File: config.mk
export PLATFORM = sky130hd
export DESIGN_NAME = mmio_csr_avmm_bridge_flat
export DESIGN_NICKNAME = d
export VERILOG_FILES = /design/src/rtl/mmio_csr_avmm_bridge_if.sv /design/src/rtl/mmio_csr_avmm_bridge.sv /design/src/flat_wrapper.sv
export SDC_FILE = /design/constraint.sdc
export NUM_CORES = 1
export LEC_CHECK = 0
export BUFFER_PORTS_ARGS = -buffer_cell sky130_fd_sc_hd__buf_2
export CELL_PAD_IN_SITES_DETAIL_PLACEMENT = 0
export CELL_PAD_IN_SITES_GLOBAL_PLACEMENT = 1
export CORE_MARGIN = 2
export CORE_UTILIZATION = 42
export DETAILED_ROUTE_END_ITERATION = 8
export GPL_TIMING_DRIVEN = 0
export PLACE_DENSITY = 0.73
export SETUP_SLACK_MARGIN = 0.4
export SYNTH_ARGS = -nofsm -noshare
export SYNTH_HDL_FRONTEND = slang
export SYNTH_SLANG_ARGS = --single-unit
File: constraint.sdc
create_clock -name Clk_400 -period 2.25 [get_ports Clk_400]
set_input_delay 0.225 -clock Clk_400 [delete_from_list [all_inputs] [get_ports Clk_400]]
set_output_delay 0.225 -clock Clk_400 [all_outputs]
set_load 0.005 [all_outputs]
File: src/rtl/mmio_csr_avmm_bridge_if.sv
// MMIO request/response and Avalon-MM master signal bundle for the AFU CSR bridge.
// The slave modport is the bridge's view; the master modport is the host plus AVMM slave side.
interface mmio_csr_avmm_bridge_if #(
    parameter int AVMM_ADDR_W = 32
) ();
    // MMIO request (CCI-P c0 fields)
    logic                   mmio_wr_valid;
    logic                   mmio_rd_valid;
    logic [15:0]            mmio_addr;
    logic [8:0]             mmio_tid;
    logic [63:0]            mmio_wrdata;
    // MMIO read response (CCI-P c2 fields)
    logic                   rsp_valid;
    logic [8:0]             rsp_tid;
    logic [63:0]            rsp_data;
    // Avalon-MM master
    logic [AVMM_ADDR_W-1:0] avs_address;
    logic                   avs_write;
    logic                   avs_read;
    logic [63:0]            avs_writedata;
    logic [7:0]             avs_byteenable;
    logic                   avs_waitrequest;
    logic [63:0]            avs_readdata;
    logic                   avs_readdatavalid;

    modport slave (
        input  mmio_wr_valid, mmio_rd_valid, mmio_addr, mmio_tid, mmio_wrdata,
        input  avs_waitrequest, avs_readdata, avs_readdatavalid,
        output rsp_valid, rsp_tid, rsp_data,
        output avs_address, avs_write, avs_read, avs_writedata, avs_byteenable
    );

    modport master (
        output mmio_wr_valid, mmio_rd_valid, mmio_addr, mmio_tid, mmio_wrdata,
        output avs_waitrequest, avs_readdata, avs_readdatavalid,
        input  rsp_valid, rsp_tid, rsp_data,
        input  avs_address, avs_write, avs_read, avs_writedata, avs_byteenable
    );
endinterface

File: src/rtl/mmio_csr_avmm_bridge.sv
// AFU CSR responder (DFH, AFU_ID, STATUS, PAGE, scratch) with a one-at-a-time
// MMIO-to-Avalon-MM window. Window accesses are aborted after TIMEOUT_CYCLES.
module mmio_csr_avmm_bridge #(
    parameter logic [63:0] AFU_ID_H       = 64'h0,
    parameter logic [63:0] AFU_ID_L       = 64'h0,
    parameter int          NUM_SCRATCH    = 4,
    parameter logic [15:0] AVMM_BASE      = 16'h1000,
    parameter int          AVMM_ADDR_W    = 32,
    parameter int          TIMEOUT_CYCLES = 512
) (
    input  logic                      Clk_400,
    input  logic                      SoftReset_n,
    mmio_csr_avmm_bridge_if.slave     bus
);
    localparam int          PAGE_W      = AVMM_ADDR_W - 14;
    localparam int          CNT_W       = (TIMEOUT_CYCLES > 2) ? $clog2(TIMEOUT_CYCLES) : 1;
    localparam logic [63:0] DFH_VALUE   = {4'b0001, 8'b0, 4'b0, 7'b0, 1'b1, 24'b0, 4'b0, 12'b0};
    localparam logic [15:0] ADDR_DFH    = 16'h0000;
    localparam logic [15:0] ADDR_ID_L   = 16'h0002;
    localparam logic [15:0] ADDR_ID_H   = 16'h0004;
    localparam logic [15:0] ADDR_STATUS = 16'h0010;
    localparam logic [15:0] ADDR_PAGE   = 16'h0012;

    typedef enum logic [2:0] {
        ST_IDLE,
        ST_WR,
        ST_RD,
        ST_RD_WAIT,
        ST_RSP
    } state_t;

    state_t                   state_reg, state_next;
    logic [CNT_W-1:0]         cnt_reg, cnt_next;
    logic                     avs_read_reg, avs_read_next;
    logic                     avs_write_reg, avs_write_next;
    logic [AVMM_ADDR_W-1:0]   avs_addr_reg, avs_addr_next;
    logic [63:0]              avs_wdata_reg, avs_wdata_next;
    logic [8:0]               rd_tid_reg, rd_tid_next;
    logic [63:0]              rd_data_reg, rd_data_next;
    logic                     rsp_valid_reg, rsp_valid_next;
    logic [8:0]               rsp_tid_reg, rsp_tid_next;
    logic [63:0]              rsp_data_reg, rsp_data_next;
    logic                     timeout_reg, timeout_next;
    logic [7:0]               drop_cnt_reg, drop_cnt_next;
    logic [PAGE_W-1:0]        page_reg, page_next;

    logic                     win_hit, busy;
    logic                     win_wr, win_rd, loc_wr, loc_rd;
    logic                     drop_wr, drop_rd, local_rsp, timeout_hit;
    logic [63:0]              loc_rdata;
    logic [63:0]              status_word;

    logic [NUM_SCRATCH-1:0]        scratch_hit;
    logic [NUM_SCRATCH-1:0][63:0]  scratch_q;

    assign win_hit     = (bus.mmio_addr[15:12] == AVMM_BASE[15:12]);
    assign busy        = (state_reg != ST_IDLE);
    assign win_wr      = bus.mmio_wr_valid && win_hit;
    assign win_rd      = bus.mmio_rd_valid && win_hit;
    assign loc_wr      = bus.mmio_wr_valid && !win_hit;
    assign loc_rd      = bus.mmio_rd_valid && !win_hit;
    assign drop_wr     = win_wr && busy;
    assign drop_rd     = win_rd && busy;
    // Busy-window reads are answered on the local path with all-ones.
    assign local_rsp   = loc_rd || drop_rd;
    assign timeout_hit = (cnt_reg == CNT_W'(TIMEOUT_CYCLES - 1));
    assign status_word = {48'b0, drop_cnt_reg, 6'b0, timeout_reg, busy};

    // Scratch registers, one per generate slot, each decoding its own dword address
    genvar gi;
    generate
        for (gi = 0; gi < NUM_SCRATCH; gi++) begin : g_scratch
            localparam logic [15:0] SCRATCH_ADDR = 16'(32'h0020 + 2 * gi);
            logic [63:0] value_reg;

            assign scratch_hit[gi] = (bus.mmio_addr == SCRATCH_ADDR);
            assign scratch_q[gi]   = value_reg;

            // Scratch write on a local write that hits this slot
            always_ff @(posedge Clk_400 or negedge SoftReset_n) begin
                if (!SoftReset_n) begin
                    value_reg <= '0;
                end else if (loc_wr && scratch_hit[gi]) begin
                    value_reg <= bus.mmio_wrdata;
                end
            end
        end
    endgenerate

    // Local CSR read decode; unmapped and reserved addresses read as zero
    always_comb begin
        loc_rdata = '0;
        case (bus.mmio_addr)
            ADDR_DFH:    loc_rdata = DFH_VALUE;
            ADDR_ID_L:   loc_rdata = AFU_ID_L;
            ADDR_ID_H:   loc_rdata = AFU_ID_H;
            ADDR_STATUS: loc_rdata = status_word;
            ADDR_PAGE:   loc_rdata = 64'(page_reg);
            default: begin
                for (int i = 0; i < NUM_SCRATCH; i++) begin
                    if (scratch_hit[i]) begin
                        loc_rdata = scratch_q[i];
                    end
                end
            end
        endcase
    end

    // Bridge FSM next state, CSR side effects and response arbitration
    always_comb begin
        state_next     = state_reg;
        cnt_next       = cnt_reg;
        avs_read_next  = avs_read_reg;
        avs_write_next = avs_write_reg;
        avs_addr_next  = avs_addr_reg;
        avs_wdata_next = avs_wdata_reg;
        rd_tid_next    = rd_tid_reg;
        rd_data_next   = rd_data_reg;
        rsp_valid_next = 1'b0;
        rsp_tid_next   = rsp_tid_reg;
        rsp_data_next  = rsp_data_reg;
        timeout_next   = timeout_reg;
        drop_cnt_next  = drop_cnt_reg;
        page_next      = page_reg;

        if (loc_wr && bus.mmio_addr == ADDR_STATUS && bus.mmio_wrdata[1]) begin
            timeout_next = 1'b0;
        end
        if (loc_wr && bus.mmio_addr == ADDR_PAGE) begin
            page_next = bus.mmio_wrdata[PAGE_W-1:0];
        end
        if ((drop_wr || drop_rd) && drop_cnt_reg != 8'hFF) begin
            drop_cnt_next = drop_cnt_reg + 8'd1;
        end

        case (state_reg)
            ST_IDLE: begin
                cnt_next = '0;
                if (win_wr) begin
                    state_next     = ST_WR;
                    avs_write_next = 1'b1;
                    avs_addr_next  = {page_reg, bus.mmio_addr[11:1], 3'b000};
                    avs_wdata_next = bus.mmio_wrdata;
                end else if (win_rd) begin
                    state_next    = ST_RD;
                    avs_read_next = 1'b1;
                    avs_addr_next = {page_reg, bus.mmio_addr[11:1], 3'b000};
                    rd_tid_next   = bus.mmio_tid;
                end
            end
            ST_WR: begin
                cnt_next = cnt_reg + 1'b1;
                if (!bus.avs_waitrequest) begin
                    avs_write_next = 1'b0;
                    state_next     = ST_IDLE;
                end else if (timeout_hit) begin
                    avs_write_next = 1'b0;
                    timeout_next   = 1'b1;
                    state_next     = ST_IDLE;
                end
            end
            ST_RD: begin
                cnt_next = cnt_reg + 1'b1;
                if (!bus.avs_waitrequest) begin
                    avs_read_next = 1'b0;
                    // Zero-latency slaves may return data in the accept cycle
                    if (bus.avs_readdatavalid) begin
                        rd_data_next = bus.avs_readdata;
                        state_next   = ST_RSP;
                    end else begin
                        state_next   = ST_RD_WAIT;
                    end
                end else if (timeout_hit) begin
                    avs_read_next = 1'b0;
                    timeout_next  = 1'b1;
                    rd_data_next  = '1;
                    state_next    = ST_RSP;
                end
            end
            ST_RD_WAIT: begin
                cnt_next = cnt_reg + 1'b1;
                if (bus.avs_readdatavalid) begin
                    rd_data_next = bus.avs_readdata;
                    state_next   = ST_RSP;
                end else if (timeout_hit) begin
                    timeout_next = 1'b1;
                    rd_data_next = '1;
                    state_next   = ST_RSP;
                end
            end
            ST_RSP: begin
                // A local response this cycle owns the response port; retry next cycle
                if (!local_rsp) begin
                    rsp_valid_next = 1'b1;
                    rsp_tid_next   = rd_tid_reg;
                    rsp_data_next  = rd_data_reg;
                    state_next     = ST_IDLE;
                end
            end
            default: begin
                state_next     = ST_IDLE;
                avs_read_next  = 1'b0;
                avs_write_next = 1'b0;
            end
        endcase

        if (local_rsp) begin
            rsp_valid_next = 1'b1;
            rsp_tid_next   = bus.mmio_tid;
            rsp_data_next  = win_hit ? '1 : loc_rdata;
        end
    end

    // State and output registers; reset drops AVMM strobes and any pending response
    always_ff @(posedge Clk_400 or negedge SoftReset_n) begin
        if (!SoftReset_n) begin
            state_reg     <= ST_IDLE;
            cnt_reg       <= '0;
            avs_read_reg  <= 1'b0;
            avs_write_reg <= 1'b0;
            avs_addr_reg  <= '0;
            avs_wdata_reg <= '0;
            rd_tid_reg    <= '0;
            rd_data_reg   <= '0;
            rsp_valid_reg <= 1'b0;
            rsp_tid_reg   <= '0;
            rsp_data_reg  <= '0;
            timeout_reg   <= 1'b0;
            drop_cnt_reg  <= '0;
            page_reg      <= '0;
        end else begin
            state_reg     <= state_next;
            cnt_reg       <= cnt_next;
            avs_read_reg  <= avs_read_next;
            avs_write_reg <= avs_write_next;
            avs_addr_reg  <= avs_addr_next;
            avs_wdata_reg <= avs_wdata_next;
            rd_tid_reg    <= rd_tid_next;
            rd_data_reg   <= rd_data_next;
            rsp_valid_reg <= rsp_valid_next;
            rsp_tid_reg   <= rsp_tid_next;
            rsp_data_reg  <= rsp_data_next;
            timeout_reg   <= timeout_next;
            drop_cnt_reg  <= drop_cnt_next;
            page_reg      <= page_next;
        end
    end

    assign bus.rsp_valid      = rsp_valid_reg;
    assign bus.rsp_tid        = rsp_tid_reg;
    assign bus.rsp_data       = rsp_data_reg;
    assign bus.avs_address    = avs_addr_reg;
    assign bus.avs_read       = avs_read_reg;
    assign bus.avs_write      = avs_write_reg;
    assign bus.avs_writedata  = avs_wdata_reg;
    assign bus.avs_byteenable = (avs_read_reg || avs_write_reg) ? 8'hFF : 8'h00;
endmodule

File: src/flat_wrapper.sv
// flat-port wrapper written by rule: the top's interface ports become plain ports
module mmio_csr_avmm_bridge_flat 
#(
    parameter logic [63:0] AFU_ID_H       = 64'h0,
    parameter logic [63:0] AFU_ID_L       = 64'h0,
    parameter int          NUM_SCRATCH    = 4,
    parameter logic [15:0] AVMM_BASE      = 16'h1000,
    parameter int          AVMM_ADDR_W    = 32,
    parameter int          TIMEOUT_CYCLES = 512
)
  (Clk_400, SoftReset_n, bus_mmio_wr_valid, bus_mmio_rd_valid, bus_mmio_addr, bus_mmio_tid, bus_mmio_wrdata, bus_avs_waitrequest, bus_avs_readdata, bus_avs_readdatavalid, bus_rsp_valid, bus_rsp_tid, bus_rsp_data, bus_avs_address, bus_avs_write, bus_avs_read, bus_avs_writedata, bus_avs_byteenable);
  mmio_csr_avmm_bridge_if #(.AVMM_ADDR_W(AVMM_ADDR_W)) bus_i ();
  input  logic Clk_400;
  input  logic SoftReset_n;
  input wire logic [$bits(bus_i.mmio_wr_valid)-1:0] bus_mmio_wr_valid;
  input wire logic [$bits(bus_i.mmio_rd_valid)-1:0] bus_mmio_rd_valid;
  input wire logic [$bits(bus_i.mmio_addr)-1:0] bus_mmio_addr;
  input wire logic [$bits(bus_i.mmio_tid)-1:0] bus_mmio_tid;
  input wire logic [$bits(bus_i.mmio_wrdata)-1:0] bus_mmio_wrdata;
  input wire logic [$bits(bus_i.avs_waitrequest)-1:0] bus_avs_waitrequest;
  input wire logic [$bits(bus_i.avs_readdata)-1:0] bus_avs_readdata;
  input wire logic [$bits(bus_i.avs_readdatavalid)-1:0] bus_avs_readdatavalid;
  output wire logic [$bits(bus_i.rsp_valid)-1:0] bus_rsp_valid;
  output wire logic [$bits(bus_i.rsp_tid)-1:0] bus_rsp_tid;
  output wire logic [$bits(bus_i.rsp_data)-1:0] bus_rsp_data;
  output wire logic [$bits(bus_i.avs_address)-1:0] bus_avs_address;
  output wire logic [$bits(bus_i.avs_write)-1:0] bus_avs_write;
  output wire logic [$bits(bus_i.avs_read)-1:0] bus_avs_read;
  output wire logic [$bits(bus_i.avs_writedata)-1:0] bus_avs_writedata;
  output wire logic [$bits(bus_i.avs_byteenable)-1:0] bus_avs_byteenable;
  assign bus_i.mmio_wr_valid = bus_mmio_wr_valid;
  assign bus_i.mmio_rd_valid = bus_mmio_rd_valid;
  assign bus_i.mmio_addr = bus_mmio_addr;
  assign bus_i.mmio_tid = bus_mmio_tid;
  assign bus_i.mmio_wrdata = bus_mmio_wrdata;
  assign bus_i.avs_waitrequest = bus_avs_waitrequest;
  assign bus_i.avs_readdata = bus_avs_readdata;
  assign bus_i.avs_readdatavalid = bus_avs_readdatavalid;
  assign bus_rsp_valid = bus_i.rsp_valid;
  assign bus_rsp_tid = bus_i.rsp_tid;
  assign bus_rsp_data = bus_i.rsp_data;
  assign bus_avs_address = bus_i.avs_address;
  assign bus_avs_write = bus_i.avs_write;
  assign bus_avs_read = bus_i.avs_read;
  assign bus_avs_writedata = bus_i.avs_writedata;
  assign bus_avs_byteenable = bus_i.avs_byteenable;
  mmio_csr_avmm_bridge #(.AFU_ID_H(AFU_ID_H), .AFU_ID_L(AFU_ID_L), .NUM_SCRATCH(NUM_SCRATCH), .AVMM_BASE(AVMM_BASE), .AVMM_ADDR_W(AVMM_ADDR_W), .TIMEOUT_CYCLES(TIMEOUT_CYCLES)) u_core (.Clk_400(Clk_400), .SoftReset_n(SoftReset_n), .bus(bus_i));
endmodule
==> results of run 1 <==
critical path, cell delays in order, from the launching register on:
cell	delay, ns
sky130_fd_sc_hd__dfrtp_1	0.41
sky130_fd_sc_hd__ha_4	0.19
sky130_fd_sc_hd__nand3_4	0.07
sky130_fd_sc_hd__nor2_4	0.04
sky130_fd_sc_hd__and3_4	0.17
sky130_fd_sc_hd__ha_4	0.17
sky130_fd_sc_hd__buf_4	0.13
sky130_fd_sc_hd__buf_4	0.13
sky130_fd_sc_hd__mux2_2	0.26
sky130_fd_sc_hd__o22ai_1	0.17
sky130_fd_sc_hd__nand2_1	0.09
sky130_fd_sc_hd__a21oi_1	0.14
cell usage after synthesis, types with 6 or more instances:
cell type,number
sky130_fd_sc_hd__buf_6,23
sky130_fd_sc_hd__nand2_1,41
sky130_fd_sc_hd__a22oi_2,9
sky130_fd_sc_hd__buf_2,16
sky130_fd_sc_hd__mux2_1,23
sky130_fd_sc_hd__nand4_1,7
sky130_fd_sc_hd__nand3_1,7
sky130_fd_sc_hd__mux2_2,356
sky130_fd_sc_hd__o22a_1,64
sky130_fd_sc_hd__buf_1,11
sky130_fd_sc_hd__o21ai_0,59
sky130_fd_sc_hd__o211ai_1,21
sky130_fd_sc_hd__nor3_1,35
sky130_fd_sc_hd__clkbuf_8,6
sky130_fd_sc_hd__clkbuf_1,56
sky130_fd_sc_hd__buf_4,18
sky130_fd_sc_hd__o311a_1,28
sky130_fd_sc_hd__mux4_2,14
sky130_fd_sc_hd__o22ai_1,65
sky130_fd_sc_hd__a21oi_1,58
sky130_fd_sc_hd__a2bb2oi_1,28
sky130_fd_sc_hd__nor2b_1,6
sky130_fd_sc_hd__nor2_1,80
sky130_fd_sc_hd__mux2i_1,32
sky130_fd_sc_hd__dfrtp_1,537
power by group through the flow:
stage / combinational (uW) / sequential (uW) / clock [uW]
after floorplan: 1460 / 11400 / 0
after global placement: 2800 / 11500 / 0
after detailed placement: 2910 / 11500 / 0
after CTS: 3200 / 11400 / 10700
after global routing: 3580 / 11500 / 11200
final: 3290 / 11400 / 10600
worst min-delay path by stage:
stage | start | endpoint | slack (ns)
2_1_floorplan | SoftReset_n | u_core.bus.avs_address[10]$_DFFE_PN0P_ | -0.07
3_3_place_gp | bus_avs_readdata[18] | u_core.rd_data_reg[18]$_DFFE_PN0P_ | 0.46
3_5_place_dp | SoftReset_n | u_core.bus.rsp_tid[8]$_DFFE_PN0P_ | 0.26
4_1_cts | bus_mmio_rd_valid | u_core.state_reg[2]$_DFFE_PN0P_ | 0.05
5_1_grt | bus_mmio_rd_valid | u_core.state_reg[2]$_DFFE_PN0P_ | 0.12
6_report | bus_mmio_wr_valid | u_core.bus.avs_read$_DFFE_PN0P_ | 0.1
per-stage QoR:
| stage | total power, uW | instance area, sq um | util | instances |
|---|---|---|---|---|
| after floorplan | 12900 | 23200 | - | 1676 |
| after global placement | 14300 | 25800 | 0.478 | 2706 |
| after detailed placement | 14400 | 25900 | 0.481 | 2711 |
| after CTS | 25300 | 30200 | 0.559 | 2998 |
| after global routing | 26300 | 30600 | 0.568 | 3015 |
| final | 25300 | 30600 | 0.568 | 3017 |
per-layer routing:
metal  global-route usage  wire (microns)
met1                0.335           31300
met2                0.405           33400
met3               0.0449            3800
met4               0.0722            1640
met5                    0              13
cells by family (layout without fill, tap and decap cells):
group                      Yosys count  count (layout)  synth area share
adders and majority gates            3               3           0.00164
DFF                                537             537             0.586
other                                1               5          0.000164
buffers and inverters              133             776            0.0358
xor gates and xnor gates             8               8           0.00306
and+or+nand+nor                    214             214            0.0482
AOI/OAI and AO/OA                  353             353             0.111
muxes                              425             425             0.214
final cells by class:
cell class	instances	area (sq um)
multi-input combinational	1006	9210
tap	696	871
clock buffer	81	1680
antenna	2	5.00
buffer	131	1120
sequential	537	13400
clock inverter	24	435
timing repair buffer	538	3850
fill	4400	23300
inverter	2	7.51
what timing repair did:
| item | CTS | global route |
|---|---|---|
| hold endpoints to repair | 506 | 0 |
| setup buffers | 30 | 15 |
| pin swaps | 12 | 21 |
| hold buffers | 149 | 0 |
| gates cloned | 3 | 2 |
| resized for setup | 76 | 97 |
| endpoints found under the setup margin | 480 | 400 |
==> summary by stage, run 1 <==
Timing
The shortest period the worst path allows is 2.03 ns. Setup repair after global routing could not meet its margin everywhere. The maximum clock frequency is 493 MHz. The post-route setup TNS is 0 ns.

In the finished design, the share of the clock period the worst path needs comes to 0.902. The final max-slew violation count is 0. Clock skew on the completed layout was measured at 0.0232 ns. The slack of the critical path is 0.222 ns. The minimum hold slack is 0.0964 ns. The count of final setup violators is 0. The final hold violation count came to 0. The worst slew slack as a fraction of its limit is 0.436. The slew at the pin closest to its max-slew limit is 0.845 ns.

Cells and area
At the end of the flow, the number of nets in the layout was 2436. The number of flip-flops under the largest register name is 256. Leaving out fill and tap cells, the most frequent cell in the layout is sky130_fd_sc_hd__dfrtp_1. The share of post-route cells with drive strength above 1 is 0.440. In the layout the commonest cells are sky130_fd_sc_hd__dfrtp_1 (534), sky130_fd_sc_hd__buf_2 (342), sky130_fd_sc_hd__mux2_2 (288).

The area growth from synthesis to layout is 33.7%.

Worst setup path
Data arrives at the worst endpoint at 2.55 ns. The setup path with the least slack is of type flop to flop. Of all nets on the critical path, the largest fanout is 4. The capturing instance or port of the critical path is u_core.state_reg[1]$_DFFE_PN0P_.

The number of cells on the worst reg-to-reg path is 11. The startpoint of the worst setup timing path is u_core.cnt_reg[1]$_DFFE_PN0P_. The capturing point of the worst reg2reg path is u_core.state_reg[1]$_DFFE_PN0P_. In this run the critical register-to-register path is launched from u_core.cnt_reg[1]$_DFFE_PN0P_.

The startpoint type of the worst setup path is a flop. The worst setup slack for register-to-register paths is 0.22 ns. The capturing element type of the critical path is a flop. Data on the critical path is required at its endpoint by 2.78 ns.

Yosys
The share of the Yosys chip area taken by registers is 0.586. The cell taking the most area after synthesis is sky130_fd_sc_hd__dfrtp_1. The total standard cell area after synthesis is 22900 sq um.

The synthesized area per cell is 13.7 sq um. The post-synthesis instance total is 1674. The number of distinct standard cells referenced by the synthesized netlist is 65. The number of enable flip-flop cells after synthesis is 0. The main flop type after synthesis is sky130_fd_sc_hd__dfrtp_1.

By area the synthesized netlist is led by sky130_fd_sc_hd__dfrtp_1 (59%), sky130_fd_sc_hd__mux2_2 (17%), sky130_fd_sc_hd__o22a_1 (2.4%). Of the post-synthesis cell area, the dominant cell type holds 0.586. The share of synthesized flip-flops with an asynchronous set or reset is 1.00. The flip-flop and latch count after synthesis is 537. During synthesis, Yosys emitted a total of 0 warnings.

Pwr
In this run the power spent charging and discharging nets is 6170 uW. The share of total power dissipated in sequential elements is 0.452. Of the total power, the clock network draws 0.418.

The part of the total power dissipated in combinational logic is 0.130. Of the total power, the share spent switching nets is 0.244. The internal portion of the total power is 19100 uW.

The worst-case IR drop observed on VDD is 672 uV. In this run the power density over the cells is 825 nW/um^2. In this run the static leakage power is 0.0147 uW.

Placed design
The number of input and output port buffers inserted is 334. Once detailed placement completed, the half-perimeter wirelength came to 47.5 mm. Routability-driven placement finished with a final weighted congestion of 0.817. OpenSTA, run right after detailed placement, puts the worst setup slack at -0.845 ns.

Run
Across the run, the number of max-cap violations was 0.

Global routing
For this run, the total global-route usage over all layers was measured as 0.246. The remaining global-route overflow is 0. The number of antenna violations at the first check in global routing came to 2. The pin count of the biggest net entering global routing is 112.

The via count of the first global-routing pass came to 17400. The first global-routing pass estimated 106 mm of wire.

Clock network
TritonCTS built the clock tree. The clock latency at the later pin of the worst-skew pair is 0.62 ns. The H-tree depth is 2. The CTS root buffer is sky130_fd_sc_hd__clkbuf_16. The tree built by TritonCTS fans out to 537 sinks. The clock-pin slew on the worst setup and hold paths is 0.06 ns. The buffer levels on the longest clock path is 3. Clock tree synthesis inserted a total of 58 buffers.

Drt
The detail route stage leaves a number of antenna-violating nets equal to 0. The number of detailed-routing iterations run before antenna repair is 5. After detailed routing, the number of remaining DRC violations is 0. The detailed router finished its first iteration with 1030 violations. The vias after detailed routing is 16600. In the routed layout, each cell is associated on average with a via count of 5.51. Wires add up to 70.2 mm. The routed length per instance is 23.3 microns.

Floorplan
For this configuration, the core starts out at a cell density of 0.425. The die outline area is 56400 sq um. Row generation in the floorplan step produced 85 rows. For this design the top-level I/O count stands at 339. The horizontal extent of the die is 238 microns. The die is 238 microns tall. In this run the standard cell core region covers 53900 sq um.

Worst hold path
The worst hold path passes through 4 cells. The type of the worst min-delay path is primary input to flop.

Outcome
The flow ran to the end, and the final reports show no timing, DRC or antenna violations.
(Power assumes the default switching activity.)
==> inputs of run 2 (changes only) <==
--- a/config.mk
+++ b/config.mk
@@ -6,10 +6,10 @@
 export NUM_CORES = 1
 export LEC_CHECK = 0
 export BUFFER_PORTS_ARGS = -buffer_cell sky130_fd_sc_hd__buf_2
-export CELL_PAD_IN_SITES_DETAIL_PLACEMENT = 0
-export CELL_PAD_IN_SITES_GLOBAL_PLACEMENT = 1
+export CELL_PAD_IN_SITES_DETAIL_PLACEMENT = 1
+export CELL_PAD_IN_SITES_GLOBAL_PLACEMENT = 2
 export CORE_MARGIN = 2
-export CORE_UTILIZATION = 42
+export CORE_UTILIZATION = 36
 export DETAILED_ROUTE_END_ITERATION = 8
 export GPL_TIMING_DRIVEN = 0
 export PLACE_DENSITY = 0.73
==> summary by stage, run 2 (synthesized netlist as in run 1, its figures left out) <==
Drt
The post-detailed-routing wire length is 78.8 mm (+12%). The vias after detailed routing is 16900 (+1.7%). The number of detailed-routing iterations run before antenna repair is 6 (+1). The remaining number of nets flagged by the antenna check after routing is 0 (unchanged). The residual DRC count was 0 (unchanged). The number of DRC markers after the initial detailed-route iteration was 872 (-15%).

The routed length per instance was 24.7 microns (+6.3%). The ratio of routed vias to standard cells is 5.30 (-3.7%).

Worst hold path
The number of stages on the worst hold path is 2 (-2). The type of the worst min-delay path is primary input to flop.

Global routing
The remaining global-route overflow is 0 (unchanged). The via count of the first global-routing pass was 18900 (+8.8%). The wire length of the first global-routing pass is 119 mm (+13%). The number of antenna violations at the first check in global routing is 5 (+3).

The overall track demand over capacity in global routing came to 0.237 (-0.00931). The pin count of the biggest net entering global routing was 123 (+9.8%).

Cells and area
The final net count is 2453 (+0.70%). The filler-free cell count of the finished design is 3187 (+5.6%). The share of post-route cells with drive strength above 1 is 0.444 (+0.00393). The area growth from synthesis to final layout is 35.3%. Leaving out fill and tap cells, the most frequent cell in the layout is sky130_fd_sc_hd__dfrtp_1.

The top cell types in the final layout, fill and taps aside, are sky130_fd_sc_hd__dfrtp_1 (535), sky130_fd_sc_hd__buf_2 (339), sky130_fd_sc_hd__mux2_2 (293). The number of flip-flops under the largest register name is 256 (unchanged).

Worst setup path
The peak fanout along the critical path is 5 (+1). The critical path class is flop to flop. The critical path goes through ha_4 -> nand3_4 -> nor2_4 -> and3_4 -> ha_4 -> nand2b_4 -> o21ai_4 -> a21oi_4 -> buf_6 -> buf_6 -> buf_12 -> buf_12 -> o22a_1. The arrival time reported for the critical path endpoint is 2.70 ns (+0.15 ns). The number of cells on the critical path came to 13 (+2). The worst endpoint required time is 2.75 ns (-0.03 ns). The cell family contributing the most delay on the critical path is buffers and inverters.

The buffering stage count on the worst path with inverters included is 4 (+2). The stage delay of the slowest cell on the critical path came to 0.41 ns (about the same). The startpoint type of the worst setup path is a flop. The number of cells on the worst reg-to-reg path came to 13 (+2).

The capturing element type of the critical path is a flop. The critical path's slowest cell is sky130_fd_sc_hd__dfrtp_1.

Timing
Setup repair after global routing could not meet its margin everywhere. The worst slew slack as a fraction of its limit came to 0.426 (-0.0107). The slew at the pin closest to its max-slew limit came to 0.861 ns (+0.0160 ns). The post-route setup TNS came to 0 ns (unchanged). The post-route clock period utilization came to 0.977 (+0.0753). The count of final setup violators is 0 (unchanged). The minimum hold slack is 0.0742 ns (-0.0222 ns).

The setup skew after layout is 0.0124 ns (-0.0109 ns). The final max-slew violation count is 0 (unchanged). The shortest period the worst path allows is 2.20 ns (+0.169 ns). The maximum clock frequency is 455 MHz (-7.7%). The final hold violation count came to 0 (unchanged).

Clock network
The total number of clock tree sinks is 537 (unchanged). The number of CTS-inserted buffers is 60 (+3.4%). The clock-pin slew on the worst setup and hold paths was 0.06 ns (about the same). TritonCTS built the clock tree.

The clock latency at the later pin of the worst-skew pair is 0.62 ns (about the same). The buffer levels on the longest clock path is 3 (unchanged). Clock tree synthesis selected as its root buffer the cell sky130_fd_sc_hd__clkbuf_16. The H-tree depth is 2 (unchanged).

Placed design
The estimated wirelength of the detail-placed design is 52.1 mm (+9.8%). The routability-driven placement congestion ratio is 0.786 (-3.9%). The number of input and output port buffers inserted came to 334 (unchanged). The cell count after placement came to 2860 (+5.5%).

Outcome
The run finished with clean final reports.

Floorplan
The die outline area is 65700 sq um (+16%). The placeable core region was 63000 sq um (+17%). The initial core utilization is 0.364 (-0.0610). The die height was 256 microns (+7.9%). The top-level port count is 339 (unchanged).

The horizontal extent of the die is 256 microns (+7.9%). The number of core rows came to 92 (+8.2%).

Pwr
The power density of the placed cells is 815 nW/um^2 (-1.2%). The largest voltage drop on the vdd net is 579 uV (-14%). The total leakage power was 0.0149 uW (+1.0%).

Run
The number of max-capacitance violations reported is 0 (unchanged).
## run 2: metrics by stage
| stage | worst slack [ns] | power, uW | area [sq um] | utilization |
|---|---|---|---|---|
| finish | 0.0521 | 25300 | 31000 | 0.493 |
| global route | -0.00375 | 26400 | 31000 | 0.492 |
| CTS | 0.0345 | 25500 | 30600 | 0.485 |
| detailed placement | -0.704 | 14500 | 26100 | 0.414 |
| global placement | -10.13 | 14300 | 26000 | 0.413 |
| floorplan | 0.342 | 12900 | 23200 | - |
## run 2: final cells by class
class                   instances  area [sq um]
diodes                          2          5.00
multi-input cells            1006          9140
clock buffers                  87          1780
inverters                       2          7.51
repair buffers                553          4080
fillers                      6421         32000
clock inverters                23           333
well taps                     846          1060
flip-flops and latches        537         13400
plain buffers                 131          1160
## run 2: worst register-to-register path, cell delays in order, from the launching register on
cell	delay, ns
sky130_fd_sc_hd__dfrtp_1	0.41
sky130_fd_sc_hd__ha_4	0.19
sky130_fd_sc_hd__nand3_4	0.07
sky130_fd_sc_hd__nor2_4	0.04
sky130_fd_sc_hd__and3_4	0.17
sky130_fd_sc_hd__ha_4	0.16
sky130_fd_sc_hd__nand2b_4	0.14
sky130_fd_sc_hd__o21ai_4	0.13
sky130_fd_sc_hd__a21oi_4	0.07
sky130_fd_sc_hd__buf_6	0.16
sky130_fd_sc_hd__buf_6	0.12
sky130_fd_sc_hd__buf_12	0.12
sky130_fd_sc_hd__buf_12	0.14
sky130_fd_sc_hd__o22a_1	0.16
## run 2: worst paths after layout
| path | startpoint | to | slack [ns] |
|---|---|---|---|
| worst min-delay path | bus_mmio_rd_valid | u_core.state_reg[2]$_DFFE_PN0P_ | 0.07 |
| max in group asynchronous | SoftReset_n | u_core.g_scratch[2].value_reg[39]$_DFFE_PN0P_ | 0.68 |
| worst max register to register | u_core.cnt_reg[0]$_DFFE_PN0P_ | u_core.rd_data_reg[19]$_DFFE_PN0P_ | 0.05 |
| min in group asynchronous | SoftReset_n | u_core.rd_tid_reg[0]$_DFFE_PN0P_ | 0.17 |
| worst min register to register | u_core.g_scratch[1].value_reg[16]$_DFFE_PN0P_ | u_core.g_scratch[1].value_reg[16]$_DFFE_PN0P_ | 0.49 |
| worst max-delay path | u_core.cnt_reg[0]$_DFFE_PN0P_ | u_core.rd_data_reg[19]$_DFFE_PN0P_ | 0.05 |
## run 2: timing repair
action	CTS	global route
hold endpoints to repair	498	0
gates resized for setup	106	66
gates cloned	4	5
setup buffers	39	18
endpoints found under the setup margin	491	498
hold buffers	149	0
pin swaps	18	27
## run 2: routing by layer
metal / part of all wire / vias to the layer above / routed length (microns) / track usage
li1: - / 7433 / - / -
met1: 0.44 / 8872 / 34500 / 0.316
met2: 0.48 / 469 / 37700 / 0.391
met3: 0.055 / 126 / 4320 / 0.0443
met4: 0.029 / 4 / 2310 / 0.0762
met5: 0.00034 / - / 27 / 0
## run 2: where the power goes
group	internal, uW	switching, uW	total [uW]
clock network	6390	4110	10500
registers	10700	657	11400
logic	1830	1550	3380
